$ cat src/rtl/async_fifo_core.sv
// Single-clock FIFO with a registered read port and full/empty/almost status flags.
// Optional sticky overflow/underflow outputs are built when FIFO_ERR_FLAGS_EN is defined.
module async_fifo_core #(
    parameter int WIDTH = 8,
    parameter int DEPTH = 16,
    parameter int SIZE  = $clog2(DEPTH),
    parameter int DIFF  = 2
) (
    input  logic             clk,
    input  logic             rst,
    input  logic             wr_en,
    input  logic [WIDTH-1:0] wr_data,
    input  logic             rd_en,
    output logic [WIDTH-1:0] rd_data,
    output logic             full,
    output logic             empty,
    output logic             almost_full,
    output logic             almost_empty
`ifdef FIFO_ERR_FLAGS_EN
    ,
    output logic             overflow,
    output logic             underflow
`endif
);

    // Handshake: a write is taken on a rising edge when wr_en=1 and full=0 (full acts as
    // not-ready); a read is taken when rd_en=1 and empty=0, and rd_data is valid after that edge.
    // Requests made while not ready are dropped without side effects on data or pointers.

    localparam logic [SIZE:0] AF_LEVEL = (SIZE+1)'(DEPTH - DIFF);
    localparam logic [SIZE:0] AE_LEVEL = (SIZE+1)'(DIFF);
    localparam logic [SIZE:0] PTR_ONE  = (SIZE+1)'(1);

    logic [WIDTH-1:0] mem_q [DEPTH];

    logic [SIZE:0]    wr_ptr_q, wr_ptr_d;
    logic [SIZE:0]    rd_ptr_q, rd_ptr_d;
    logic [WIDTH-1:0] rd_data_q, rd_data_d;
    logic [SIZE:0]    count;
    logic             wr_accept;
    logic             rd_accept;

    // Flags come only from the registered pointers, so they never see this cycle's requests.
    assign count        = wr_ptr_q - rd_ptr_q;
    assign empty        = (wr_ptr_q == rd_ptr_q);
    assign full         = (wr_ptr_q[SIZE] != rd_ptr_q[SIZE]) &&
                          (wr_ptr_q[SIZE-1:0] == rd_ptr_q[SIZE-1:0]);
    assign almost_full  = !full && (count >= AF_LEVEL);
    assign almost_empty = !empty && (count <= AE_LEVEL);

    assign wr_accept = wr_en && !full;
    assign rd_accept = rd_en && !empty;
    assign rd_data   = rd_data_q;

    always_comb begin
        wr_ptr_d  = wr_ptr_q;
        rd_ptr_d  = rd_ptr_q;
        rd_data_d = rd_data_q;
        if (wr_accept) begin
            wr_ptr_d = wr_ptr_q + PTR_ONE;
        end
        if (rd_accept) begin
            rd_ptr_d  = rd_ptr_q + PTR_ONE;
            rd_data_d = mem_q[rd_ptr_q[SIZE-1:0]];
        end
    end

    always_ff @(posedge clk) begin
        if (rst) begin
            wr_ptr_q  <= '0;
            rd_ptr_q  <= '0;
            rd_data_q <= '0;
        end else begin
            wr_ptr_q  <= wr_ptr_d;
            rd_ptr_q  <= rd_ptr_d;
            rd_data_q <= rd_data_d;
        end
    end

    // Storage is deliberately not cleared by reset; only the pointers define what is valid.
    always_ff @(posedge clk) begin
        if (!rst && wr_accept) begin
            mem_q[wr_ptr_q[SIZE-1:0]] <= wr_data;
        end
    end

`ifdef FIFO_ERR_FLAGS_EN
    logic overflow_q;
    logic underflow_q;

    always_ff @(posedge clk) begin
        if (rst) begin
            overflow_q  <= 1'b0;
            underflow_q <= 1'b0;
        end else begin
            overflow_q  <= overflow_q  | (wr_en && full);
            underflow_q <= underflow_q | (rd_en && empty);
        end
    end

    assign overflow  = overflow_q;
    assign underflow = underflow_q;
`endif

endmodule

$ cat config.mk
export PLATFORM = sky130hd
export DESIGN_NAME = async_fifo_core
export DESIGN_NICKNAME = d
export VERILOG_FILES = /design/src/rtl/async_fifo_core.sv
export SDC_FILE = /design/constraint.sdc
export NUM_CORES = 1
export LEC_CHECK = 0
export ABC_AREA = 1
export CORE_ASPECT_RATIO = 0.9
export CORE_MARGIN = 10
export CORE_UTILIZATION = 62
export CTS_CLUSTER_SIZE = 12
export DETAILED_ROUTE_END_ITERATION = 10
export GPL_TIMING_DRIVEN = 0
export MAX_ROUTING_LAYER = met4
export PLACE_DENSITY = 0.8
export SLEW_MARGIN = 5
export SYNTH_ARGS = -nofsm -noshare
export SYNTH_HDL_FRONTEND = slang
export SYNTH_SLANG_ARGS = --single-unit
$ cat constraint.sdc
create_clock -name clk -period 4.25 [get_ports clk]
set_input_delay 0.6375 -clock clk [delete_from_list [all_inputs] [get_ports clk]]
set_output_delay 0.6375 -clock clk [all_outputs]
set_load 0.05 [all_outputs]
Word level (Yosys, flattened, before mapping)
Memories as Yosys holds them, arrays and structs flattened. A register that Yosys moved wholly into a read port is not among the register bits.
Cells that the tools add are included.
{ "totals": {"reg_bits": 10, "ram_bits": 128, "inputBits": 12, "output_inout_bits": 12, "elab_cells": 22, "memories": 1} }
{ "op_classes": {"n_addsub": 3, "n_lt_le_gt_ge": 2, "n_eq_ne": 3, "n_mux": 2, "n_reduce_logical": 9} }
{ "memory_table": {"columns": ["name", "depth", "word_bits", "read_ports", "rd_ports_with_merged_regs", "write_ports", "line_no", "source"], "rows": [
  ["mem_q", 16, 8, 1, 1, 1, "34", "logic [WIDTH-1:0] mem_q [DEPTH];"]
]} }
{ "ops": {"columns": ["cell", "n"], "rows": [
  ["$add 5x1->5 const B", 2],
  ["$logic_and 1x1->1", 6],
  ["$eq 5x5->1", 1],
  ["$ge 5x4->1 const B", 1],
  ["$le 5x2->1 const B", 1],
  ["$sub 5x5->5", 1],
  ["$eq 4x4->1", 1],
  ["$logic_not 1->1", 3],
  ["$mux 1", 2],
  ["$ne 1x1->1", 1]
]} }

Longest topological paths before layout
{ "logic_depth": {"depth_word": 7, "depth_mapped": 13, "mapped_depth_nobuf": 10} }

Worst setup path after synthesis
OpenSTA, ideal clock, no wires.
{ "synth_path": {"path_type": "reg2out", "startpoint": "register rd_ptr_q[1]", "endpoint": "output port almost_empty", "arrival_time_ns": 2.589, "required_time_ns": 3.612, "path_slack_ns": 1.023, "stages_incl_launch_ff": 10, "n_path_buf": 2, "cell_sequence": "dfxtp_1 > buf_2 > inv_2 > buf_2 > ha_1 > nand2_1 > nor2_4 > nand2_2 > inv_1 > nor3_1"} }
{ "synth_between": {"elab_chain_len": 3, "elab_cells_between_ends": 5, "cone_classes": "add/sub: 1; order compare: 1; eq/ne: 1; reduce/logical: 2"} }
{ "synth_lines": {"columns": ["element", "line_no", "source"], "rows": [
  ["start, declared", "37", "logic [SIZE:0] rd_ptr_q, rd_ptr_d;"],
  ["start signal, assigned", "75", "rd_ptr_q <= rd_ptr_d;"],
  ["$eq 5x5->1", "45", "assign empty = (wr_ptr_q == rd_ptr_q);"],
  ["via empty", "16", "output logic empty,"],
  ["$logic_not 1->1", "49", "assign almost_empty = !empty && (count <= AE_LEVEL);"],
  ["$logic_and 1x1->1", "49", null],
  ["end, declared", "18", "output logic almost_empty"]
]} }
The timed path passes the listed nets, and every way through them passes these cells.

Final worst setup path
{ "layout_path": {"startpoint": "register rd_ptr_q[1]", "endpoint": "output port almost_empty"} }
{ "layout_between": {"elab_chain_len": 3, "elab_cells_between_ends": 5, "cone_classes": "add/sub: 1; order compare: 1; eq/ne: 1; reduce/logical: 2"} }
{ "layout_lines": {"columns": ["element", "line_no"], "rows": [
  ["$sub 5x5->5 / $eq 5x5->1 (equally long branches)", "44, 45"],
  ["$le 5x2->1 / $logic_not 1->1 (equally long branches)", "49"],
  ["$logic_and 1x1->1 *", "49"]
]} }
Mark *: on every way between the ends. The rest lies on a longest branch, timed or not.

==> flow_metrics.py <==
metrics = {
    "outcome": {
        "outcome": "finished clean",
    },
    "die": {
        "dieArea_sq_um": 14930,
        "rows": 35,
        "ios": 24,
        "core_sq_um": 10200,
        "die_height_microns": 116.9,
        "dieWidth_microns": 127.7,
        "start_util_pct": 63.45,
    },
    "layout": {
        "area_growth_pct": 16.33,
        "diodes": 0,
        "drive_above_1_share_pct": 9.571,
        "final_cell_mix": "nand2_1, edfxtp_1, nand3_1",
        "fillers": 709,
        "layout_commonest_cell": "nand2_1",
        "ff_latch_area_sq_um": 4204,
        "final_nets": 709,
        "multi_input_area_sq_um": 1758,
    },
    "route": {
        "drc_errors": 0,
        "drtIter0Drc": 555,
        "detail_route.wl_per_cell_microns": 18.75,
        "vias": 4720,
        "wl_met2_mm": 7.560,
        "ant_nets": 0,
        "wl_mm": 15.54,
        "first_pass_iters": 8,
        "top_layer": "met4",
        "wl_met3_mm": 1.288,
        "vias_per_cell": 5.694,
        "met1Wirelength_mm": 6.249,
    },
    "global_routing": {
        "grt.overflow.total": 0,
        "grt_start_max_net_pins": 17,
        "grt_pass1_vias": 4651,
        "track_usage_pct": 22.27,
        "grt_pass1_wl_mm": 24.14,
        "antenna_found_initial": 0,
    },
    "power": {
        "p_leak_nw": 3.092,
        "power.density_nw_per_um2": 522.6,
        "p_total_mw": 3.935,
        "combPwrFrac_pct": 16.7,
        "ir_drop_mv": 0.3926,
        "swShare_pct": 26.64,
        "clkPwrFrac_pct": 42.4,
        "intPower_mw": 2.887,
        "power_frac_seq_pct": 40.9,
        "p_switching_mw": 1.048,
    },
    "sta": {
        "max_freq_ghz": 0.2629,
        "relSlewSlack_pct": 45.85,
        "rsz0062_at_grt": "no",
        "tns_ns": 0,
        "worst_pin_slew_ns": 0.8093,
        "slew_viol_final": 0,
        "fin_crit_sh_pct": 89.51,
        "min_period_ns": 3.804,
        "setup_viol": 0,
        "finalHoldViolations": 0,
        "finClkSkew_ns": 0.006646,
    },
    "synthesis": {
        "synth_area_sq_um": 6474,
        "synth_edf_count": 128,
        "yosys_warnings": 0,
        "yosys.cell_types.count": 29,
        "yosys-top-cells-area": "edfxtp_1, nand2_1, nand3_1",
        "yosysTopAreaCell": "edfxtp_1",
        "ys_seq_area_share_pct": 64.94,
        "postSynth.asyncResetShare_pct": 0,
        "synth-seq-cells": 146,
        "synth_top_area_share_pct": 59.37,
        "postSynthCellCount": 645,
        "syn_avg_cell_area_sq_um": 10.04,
        "synth-main-ff-cell": "edfxtp_1",
        "syn_nets": 667,
    },
    "place": {
        "place_hpwl_mm": 10.17,
        "gp_congestion": 0.9952,
        "port_buffers": 23,
    },
    "setup_path": {
        "cp_data_required_time_ns": 3.61,
        "cp-start-kind": "flop",
        "worstPathArrival_ns": 3.17,
        "worstPathMaxFanout": 11,
        "cpPeakStageDelay_ns": 0.83,
        "crit_slowest_cell": "clkdlybuf4s50_1",
        "cp_common_cell": "buf_2",
        "worstPathCellList": "buf_2 > inv_2 > buf_2 > fa_1 > xnor2_1 > o21ai_0 > nor3_1 > clkdlybuf4s50_1",
        "reg2reg_from": "rd_ptr_q[2]$_SDFFE_PP0P_",
        "cp-end-kind": "primary output",
        "worstSetupPathType": "reg2out",
        "worstSetupStartpoint": "rd_ptr_q[1]$_SDFFE_PP0P_",
    },
    "cts": {
        "cts_sinks": 146,
        "clock-root-buffer": "clkbuf_16",
        "cts-resized-gates": 0,
        "cts_buffers": 17,
        "clkLatencyLatePin_ns": 0.42,
        "cts_buffer_depth": 2,
        "cts_tree": "yes",
        "cts_hold_buf": 0,
        "postCtsSetupRepairBufs": 0,
        "clkTransAtPathRegs_ns": 0.06,
        "htree_levels": 4,
    },
    "run": {
        "drv_cap": 0,
    },
    "min_path": {
        "min_path_type": "reg2reg",
        "hp-start": "rd_ptr_q[4]$_SDFFE_PP0P_",
    },
}
[state kept, by name, indices dropped and copies added (netlist names)]
| name | cells |
|---|---|
| rd_ptr_q | 5 |
| mem_q | 128 |
| rd_data | 8 |
| wr_ptr_q | 5 |
[critical path: cells and delay by family, from the launching register on]
family | cells | cell delay (ns)
flops | 1 | 0.33
xor+xnor | 1 | 0.24
buf+inv | 4 | 1.37
simple gates | 1 | 0.18
compound gates | 1 | 0.15
fa+ha+maj | 1 | 0.46
[synth_stat cells (2+ instances only)]
cell type / count
xor2_1: 5
clkbuf_1: 5
nor2_1: 28
buf_2: 17
nand2_2: 5
buf_6: 2
dfxtp_1: 18
a21oi_1: 28
inv_1: 91
nand2_1: 181
ha_1: 9
o21ai_0: 13
inv_2: 6
edfxtp_1: 128
nand3_1: 95
[final timing paths]
kind                                   end  slack, ns  cells past startpoint
hold / removal    rd_ptr_q[4]$_SDFFE_PP0P_       0.50                      2
setup / recovery              almost_empty       0.45                      8
setup reg to reg     mem_q[2][6]$_DFFE_PP_       1.15                     10
hold reg to reg   rd_ptr_q[4]$_SDFFE_PP0P_       0.50                      2
[stage by stage]
stage          hold slack (ns)  instance area (sq um)  cells  utilization [%]  worst slack (ns)
2_1_floorplan           0.4510                   6474    645                -             1.023
3_3_place_gp            0.4722                   6865    797            67.28             1.002
3_5_place_dp            0.4916                   6865    797            67.28            0.9356
4_1_cts                 0.5028                   7531    829            73.81            0.4828
5_1_grt                 0.5265                   7531    829            73.81            0.3154
6_report                0.5032                   7531    829            73.81            0.4460
[logic make-up after synthesis]
kind of cell	synth area share, %
flops	64.94
buf+inv	7.905
xor+xnor	0.8117
simple gates	20.74
compound gates	3.556
fa+ha+maj	2.049
[layer usage]
metal / track usage, % / up-vias
met5: - / -
met4: 11.39 / 0
met3: 4.187 / 41
met2: 35.34 / 226
met1: 27.04 / 2255
li1: - / 2198
[power groups by stage]
stage               combinational, mW  sequential, mW  clock [mW]
CTS                             0.647            1.61        1.67
global placement                0.622            1.64           0
global route                    0.707            1.61        1.73
finish                          0.657            1.61        1.67
detailed placement              0.640            1.64           0
floorplan                       0.376            1.68           0
[final cells by class]
| class | count | area share [%] |
|---|---|---|
| Buffer | 26 | 1.828 |
| Clock buffer | 23 | 6.479 |
| Clock inverter | 9 | 2.359 |
| Inverter | 99 | 4.968 |
| Multi-Input combinational cell | 374 | 23.34 |
| Sequential cell | 146 | 55.82 |
| Tap cell | 129 | 2.143 |
| Timing Repair Buffer | 23 | 3.057 |
(Power assumes the default switching activity.)
